### src/rtl/kicker_pkg.sv
// kicker_pkg: kicker FSM state encoding and timer-width helpers.
package kicker_pkg;
  localparam logic [2:0] S_IDLE = 3'd0;
  localparam logic [2:0] S_CHARGING = 3'd1;
  localparam logic [2:0] S_READY = 3'd2;
  localparam logic [2:0] S_FIRE = 3'd3;
  localparam logic [2:0] S_COOLDOWN = 3'd4;
  localparam logic [2:0] S_FAULT = 3'd5;
  typedef enum logic [2:0] {
    IDLE = S_IDLE,
    CHARGING = S_CHARGING,
    READY = S_READY,
    FIRE = S_FIRE,
    COOLDOWN = S_COOLDOWN,
    FAULT = S_FAULT
  } kick_state_t;
  function automatic int clog2(input longint v);
    int r = 0;
    for (longint x = v - 1; x > 0; x = x >> 1) r++;
    return r;
  endfunction
  // Wide enough to hold the largest value ever loaded into the timer.
  function automatic int cnt_width(input int sw, input longint pulse, input longint cool, input longint tmo);
    longint m = (longint'(1) << sw) * pulse;
    m = cool > m ? cool : m;
    m = tmo > m ? tmo : m;
    return clog2(m) + 1;
  endfunction
endpackage

### src/rtl/kicker_timer.sv
// kicker_timer: loadable down-counter that flags expiry at a count of 1.
module kicker_timer #(
  parameter int W = 17
) (
  input  logic         clk,
  input  logic         reset_n,
  input  logic         load,
  input  logic [W-1:0] value,
  output logic         expired
);
  logic [W-1:0] cnt;
  always_ff @(posedge clk or negedge reset_n)
    if (!reset_n) cnt <= '0;
    else cnt <= load ? value : cnt != '0 ? cnt - W'(1) : cnt;
  assign expired = cnt == W'(1);
endmodule

### src/rtl/kicker_ctrl.sv
// kicker_ctrl: kicker charge/fire sequencer with arm, strength and cooldown.
// Defining KICKER_CHARGE_TIMEOUT_EN adds a sticky charge-timeout FAULT state.
module kicker_ctrl
  import kicker_pkg::*;
#(
  parameter int STRENGTH_W = 4,
  parameter int PULSE_UNIT = 4096,
  parameter int COOLDOWN_CYCLES = 65536,
  parameter int TIMEOUT_CYCLES = 1 << 24
) (
  input  logic                  clk,
  input  logic                  reset_n,
  input  logic                  kick,
  input  logic [STRENGTH_W-1:0] strength,
  input  logic                  arm,
  input  logic                  done,
  output logic                  charge,
  output logic                  trigger,
  output logic                  ready,
  output logic                  fault
);
`ifdef KICKER_CHARGE_TIMEOUT_EN
  localparam longint TMO = TIMEOUT_CYCLES;
`else
  localparam longint TMO = 0;
`endif
  localparam int CNT_W = cnt_width(STRENGTH_W, PULSE_UNIT, COOLDOWN_CYCLES, TMO);
  kick_state_t state, state_nx;
  logic kick_q, kick_rise, expired, load;
  logic [CNT_W-1:0] load_val;
  assign kick_rise = kick & ~kick_q;
  always_comb begin
    state_nx = state;
    case (state)
      IDLE: state_nx = arm ? CHARGING : IDLE;
`ifdef KICKER_CHARGE_TIMEOUT_EN
      CHARGING: state_nx = !arm ? IDLE : done ? READY : expired ? FAULT : CHARGING;
      FAULT: state_nx = arm ? FAULT : IDLE;
`else
      CHARGING: state_nx = !arm ? IDLE : done ? READY : CHARGING;
`endif
      READY: state_nx = !arm ? IDLE : kick_rise ? FIRE : READY;
      FIRE: state_nx = expired ? COOLDOWN : FIRE;
      COOLDOWN: state_nx = !expired ? COOLDOWN : arm ? CHARGING : IDLE;
      default: state_nx = IDLE;
    endcase
  end
  // The timer is reloaded on every state change; strength is captured in the pulse length.
  assign load = state_nx != state;
  assign load_val = state_nx == FIRE ? (CNT_W'(strength) + CNT_W'(1)) * CNT_W'(PULSE_UNIT)
                  : state_nx == COOLDOWN ? CNT_W'(COOLDOWN_CYCLES) : CNT_W'(TMO);
  always_ff @(posedge clk or negedge reset_n)
    if (!reset_n) begin
      state <= IDLE;
      kick_q <= 1'b0;
    end else begin
      state <= state_nx;
      kick_q <= kick;
    end
  kicker_timer #(.W(CNT_W)) u_timer (
    .clk(clk),
    .reset_n(reset_n),
    .load(load),
    .value(load_val),
    .expired(expired)
  );
  assign charge = state == CHARGING || state == READY;
  assign trigger = state == FIRE;
  assign ready = state == READY;
`ifdef KICKER_CHARGE_TIMEOUT_EN
  assign fault = state == FAULT;
`else
  assign fault = 1'b0;
`endif
endmodule
### config.mk
export PLATFORM = sky130hd
export DESIGN_NAME = kicker_ctrl
export DESIGN_NICKNAME = d
export VERILOG_FILES = /design/src/rtl/kicker_pkg.sv /design/src/rtl/kicker_timer.sv /design/src/rtl/kicker_ctrl.sv
export SDC_FILE = /design/constraint.sdc
export NUM_CORES = 1
export LEC_CHECK = 0
export BUFFER_PORTS_ARGS = -buffer_cell sky130_fd_sc_hd__clkbuf_2
export CORE_ASPECT_RATIO = 1.25
export CORE_MARGIN = 3
export CORE_UTILIZATION = 59
export DETAILED_ROUTE_END_ITERATION = 8
export GPL_ROUTABILITY_DRIVEN = 0
export PLACE_DENSITY_LB_ADDON = 0.25
export SETUP_SLACK_MARGIN = 0.02
export SLEW_MARGIN = 15
export SYNTH_ARGS = -nofsm -noshare
export SYNTH_HDL_FRONTEND = slang
export SYNTH_SLANG_ARGS = --single-unit
### constraint.sdc
create_clock -name clk -period 2.3 [get_ports clk]
set_clock_uncertainty 0.1 [all_clocks]
set_input_delay 0.115 -clock clk [delete_from_list [all_inputs] [get_ports clk]]
set_output_delay 0.115 -clock clk [all_outputs]
set_load 0.01 [all_outputs]
# Word level (Yosys, flattened, before mapping)
# Index checks and enable logic that the tools add are counted.
dict set report op_classes {
  add_sub_neg 2
  multipliers 0
  div 0
  n_lt_le_gt_ge 0
  n_eq_ne 8
  n_shift 0
  n_mux 12
  bitwise_logic 2
  reduce_logical 4
}
# op count
set ops {}
lappend ops {{two-way mux 17 bit} 4}
lappend ops {{equality test 17 x 1 -> 1 bit (second input constant)} 1}
lappend ops {{nonzero test 17 bit} 1}
lappend ops {{subtractor 17 x 1 -> 17 bit (second input constant)} 1}
lappend ops {{case mux 3 bit (5 select lines)} 1}
lappend ops {{equality test 3 x 2 -> 1 bit (second input constant)} 3}
lappend ops {{equality test 3 bit (second input constant)} 2}
lappend ops {{two-way mux 2 bit} 3}
lappend ops {{two-way mux 3 bit} 2}
lappend ops {{adder 4 x 1 -> 5 bit (second input constant)} 1}
lappend ops {{equality test 3 x 1 -> 1 bit (second input constant)} 1}
lappend ops {{zero test 3 bit} 1}
lappend ops {{!= test 3 bit} 1}
lappend ops {{two-way mux 1 bit} 2}
lappend ops {{nonzero test 2 bit} 1}
lappend ops {{bitwise AND 1 bit} 1}
lappend ops {{logical OR 1 bit} 1}
lappend ops {{inverter 1 bit} 1}
dict set report word_totals {
  regBits 21
  latchBits 0
  ramBits 0
  rom_bits 0
  in_bits 9
  output_inout_bits 4
  elab_cells 31
  mem_count 0
}

# Longest topological paths before layout
dict set report depth {
  depth_word 9
  depth_mapped 8
}

# Cells and area by module
# Synthesis repeated with hierarchy kept, for this count alone.
dict set report hier_totals {
  hier_cells 155
  area_unflattened_um2 1443.9
}
# module instances cells_per_inst area_each_um2
set modules_own_cells {}
lappend modules_own_cells {kicker_timer 1 107 1017.2}
lappend modules_own_cells {kicker_ctrl 1 48 426.7}

# Worst setup path before layout
# Ideal clock, no wire load.
dict set report synth_timing {
  path_kind {reg2reg}
  start {register u_timer.cnt[10]}
  end {register u_timer.cnt[11]}
  arrival_ns 1.667
  required_ns 2.081
  setup_slack_ns 0.413
  path_stages_with_launch 9
  period_less_slack_ns 1.887
  cell_sequence {dfrtp_1 -> buf_6 -> nor4_4 -> and3_1 -> buf_6 -> nand2_4 -> o221ai_4 -> buf_8 -> nor2_2}
}
dict set report synth_via {
  elab_chain_cells 6
}
# item line_no
set synth_lines {}
lappend synth_lines {{start: declaration} kicker_timer.sv:11} ;# logic [W-1:0] cnt;
lappend synth_lines {{start signal: assignment} kicker_timer.sv:14} ;# else cnt <= load ? value : cnt != '0 ? cnt - W'(1) : cnt;
lappend synth_lines {{equality test 17 x 1 -> 1 bit} kicker_timer.sv:15} ;# assign expired = cnt == W'(1);
lappend synth_lines {{two-way mux 3 bit, on equally long branches} {kicker_ctrl.sv:44, kicker_ctrl.sv:43}}
lappend synth_lines {{case mux 3 bit (5 select lines)} kicker_ctrl.sv:34} ;# case (state)
lappend synth_lines {{equality test 3 x 2 -> 1 bit} kicker_ctrl.sv:50} ;# assign load_val = state_nx == FIRE ? (CNT_W'(strength) + CNT_W'(1)) * CNT_W'(PULSE_UNIT)
lappend synth_lines {{two-way mux 17 bit} kicker_ctrl.sv:50}
lappend synth_lines {{two-way mux 17 bit} kicker_timer.sv:14}
# Several ways; a longest one is shown, not always the timed one. The select of a mux whose other input is x is not followed.
# A chain may end at the register's enable or synchronous reset.

# Final worst setup path
dict set report layout_timing {
  start {register u_timer.cnt[10]}
  end {register u_timer.cnt[14]}
}
# The elaborated chain is that of the path after synthesis.

==> impl_results.md <==
- Vias in the first global route: 1199
- Port bufs: 11
- Antenna diodes: 0
- DIE WIDTH: 51.24 µm
- Synthesized flop and latch total: 21
- Fin crit share: 92.40%
- Setup violators final: 0
- Worst Setup Slack, final: between 0.15 and 0.2 ns
- Worst min-delay path class: in2reg
- Die area: roughly 3200 µm²
- Worst slew margin: 65.49%
- Final slew viol count: 0
- CTS Buf Count: 3
- P per Cell Area: 1380 nW/µm²
- Kind of critical path: reg2reg
- CP max stage delay: 0.50 ns
- Area growth syn-to-layout: 6.550%
- Commonest non-fill, non-tap cells in the layout: 21 x dfrtp_1, 12 x xnor2_1, 11 x clkbuf_2
- Buf/Inv on CP: 1
- Vias per cell: around 6.0
- Final WL: 2765 µm
- Outcome: completed
- Worst Path Required: roughly 2.4 ns
- Ports: 13
- Core area: roughly 2300 µm²
- CTS sink count: 21
- Die extent in y: about 63 µm
- Largest net degree at the start of global routing: 22
- Total vias in the final route: 1189
- Yosys cell types: 51
- Crit-path cells: nor4_4, and3_1, nand2_4, o221ai_4, buf_12, mux2i_1
- Synth Flop Type: dfrtp_1
- GRT overflow: 0
- Static leakage: a little over 0.0007 µW
- Synth warn: 0
- Post-route ant nets: 0
- Fin crit period: 2.125 ns
- First-pass DRT Iterations: 4
- Buffer count from post-CTS setup fixing: 0
- Total GRT Usage: about a fifth
- Wire per inst: 13.89 µm
- Peak Freq: 470.5 MHz
- FFs w/ async S/R, synth: 100.0%
- Placed Instances: 193
- Post-synth EDFFs: 0
- CP Capture Type: flop
- R2R setup slack: 0.17 ns
- Top-area cell type share of the netlist area: a little over a third
- Seq/Total Area, Yosys: 34.83%
- Data arrival time of the critical path: 2.24 ns
- Finished Layout Cells: 199
- Final hold viol count: 0
- Worst-Skew Late Latency: 0.30 ns
- Initial antenna violation count: 0
- Synth area leaders: dfrtp_1 35%, xnor2_1 7.0%, nor2_2 4.1%
- CP top delay family: simple AND/OR/NAND/NOR gates
- Initial drt markers: 38
- Root buffer cell: clkbuf_4
- DR DRC count: 0
- Worst Max-Slew Pin Slew: 0.5177 ns
- Row count: 19
- Post-synthesis instance area: 1509 µm²
- H-tree depth: 1
- Maximum vdd drop: 0.8429 mV
- Hpwl dp: between 2000 and 2500 µm
- CP startpoint kind: flop
- Setup Slack @ Placement: approximately 0.22 ns
- Total negative slack: 0 ns
- Share of layout cells above drive strength 1: 23.21%
- Post-synthesis average cell area: 9.611 µm²
- Commonest non-fill, non-tap cell in the layout: dfrtp_1
- Initial Util: 65.44%
- Fin nets: 182
- Synthesized Nets: 170
- Total of max-cap violations: 0
- Fill cells: around 190
- Max Root-Sink Buffers: 2
- Clk slew on worst S/H paths: 0.12 ns
- First-pass GRT wire length: 5126 µm
- CP Max Fanout: 17
- Slowest CP cell: dfrtp_1
- RSZ-0062 raised after global routing: false
- Synthesized netlist cell count: approximately 160
- Synth area leader: dfrtp_1
- CTS tree: yes
- Final Core Density: 69.72%
## flip-flops by register name, indices dropped and copies added, names as in the netlist
name	count
state	3
kick_q	1
u_timer.cnt	17
## cell families after synthesis
family / Yosys count / share of synthesized area [%]
and+or+nand+nor: 61 / 26.12
AOI/OAI and AO/OA: 32 / 15.51
DFF: 21 / 34.83
xor gates and xnor gates: 17 / 9.867
buffers and inverters: 16 / 6.799
muxes: 5 / 3.317
adders and majority gates: 4 / 3.317
other: 1 / 0.2485
## cell usage after synthesis, types with 2 or more instances
cell / number
xor2_1: 5
inv_1: 7
nor4_1: 5
mux2i_1: 5
o21ai_0: 10
xnor2_1: 12
nand4_1: 3
nor3_1: 2
dfrtp_1: 21
ha_1: 4
buf_6: 2
a211oi_1: 2
nand2b_1: 2
nand3_1: 7
and3_1: 2
nor4_2: 2
clkbuf_1: 2
nor4_4: 2
nand2_1: 7
nor2_2: 10
a21oi_1: 8
nor2_1: 8
## area by class of cell
type                       count  area [µm²]  share of cell area (%)
multi-input combinational    120       880.8                   54.79
sequential                    21       525.5                   32.68
timing repair buffer          16       110.1                   6.848
tap                           31       38.79                   2.412
clock buffer                   4       26.28                   1.634
inverter                       7       26.28                   1.634
## worst min-delay path: stages
cell and delay, ns:
clkbuf_2 0.10, o21bai_1 0.10, mux2i_1 0.06
## through the flow
stage	total power (µW)	hold WS [ns]	instance area [µm²]
global route	2424	0.01244	1608
floorplan	1805	-0.2806	1509
finish	2218	0.01659	1608
detailed placement	2040	0.01437	1562
global placement	1996	0.01090	1562
CTS	2227	0.01113	1608
## worst paths after layout
| check | startpoint | endpoint | cells after the start |
|---|---|---|---|
| hold / removal | strength[0] | u_timer.cnt[12] | 3 |
| setup reg to reg | u_timer.cnt[10] | u_timer.cnt[14] | 6 |
| hold reg to reg | u_timer.cnt[9] | u_timer.cnt[9] | 2 |
| min in group asynchronous | reset_n | u_timer.cnt[4] | 2 |
| max in group asynchronous | reset_n | u_timer.cnt[15] | 2 |
| setup / recovery | u_timer.cnt[10] | u_timer.cnt[14] | 6 |
## where the power goes
part | total, µW | switching, µW | internal (µW)
sequential | 627 | 157 | 470
clock | 177 | 110 | 67.5
combinational | 1410 | 788 | 626
total | 2220 | 1050 | 1160
## repair_timing
action | 4_1_cts | 5_1_grt
hold buffers | 2 | 0
setup endpoints to repair | 0 | 0
gates resized for setup | 0 | 0
endpoints found under the hold margin | 22 | 0
## layer usage
| metal | track usage (%) | part of all wire (%) | vias to the layer above |
|---|---|---|---|
| li1 | - | - | 586 |
| met1 | 25.64 | 44 | 573 |
| met2 | 33.39 | 51 | 26 |
| met3 | 3.580 | 3.4 | 4 |
| met4 | 6.230 | 1.4 | 0 |
| met5 | 0 | 0 | - |
Note: power is estimated with default switching activity, not from simulation.
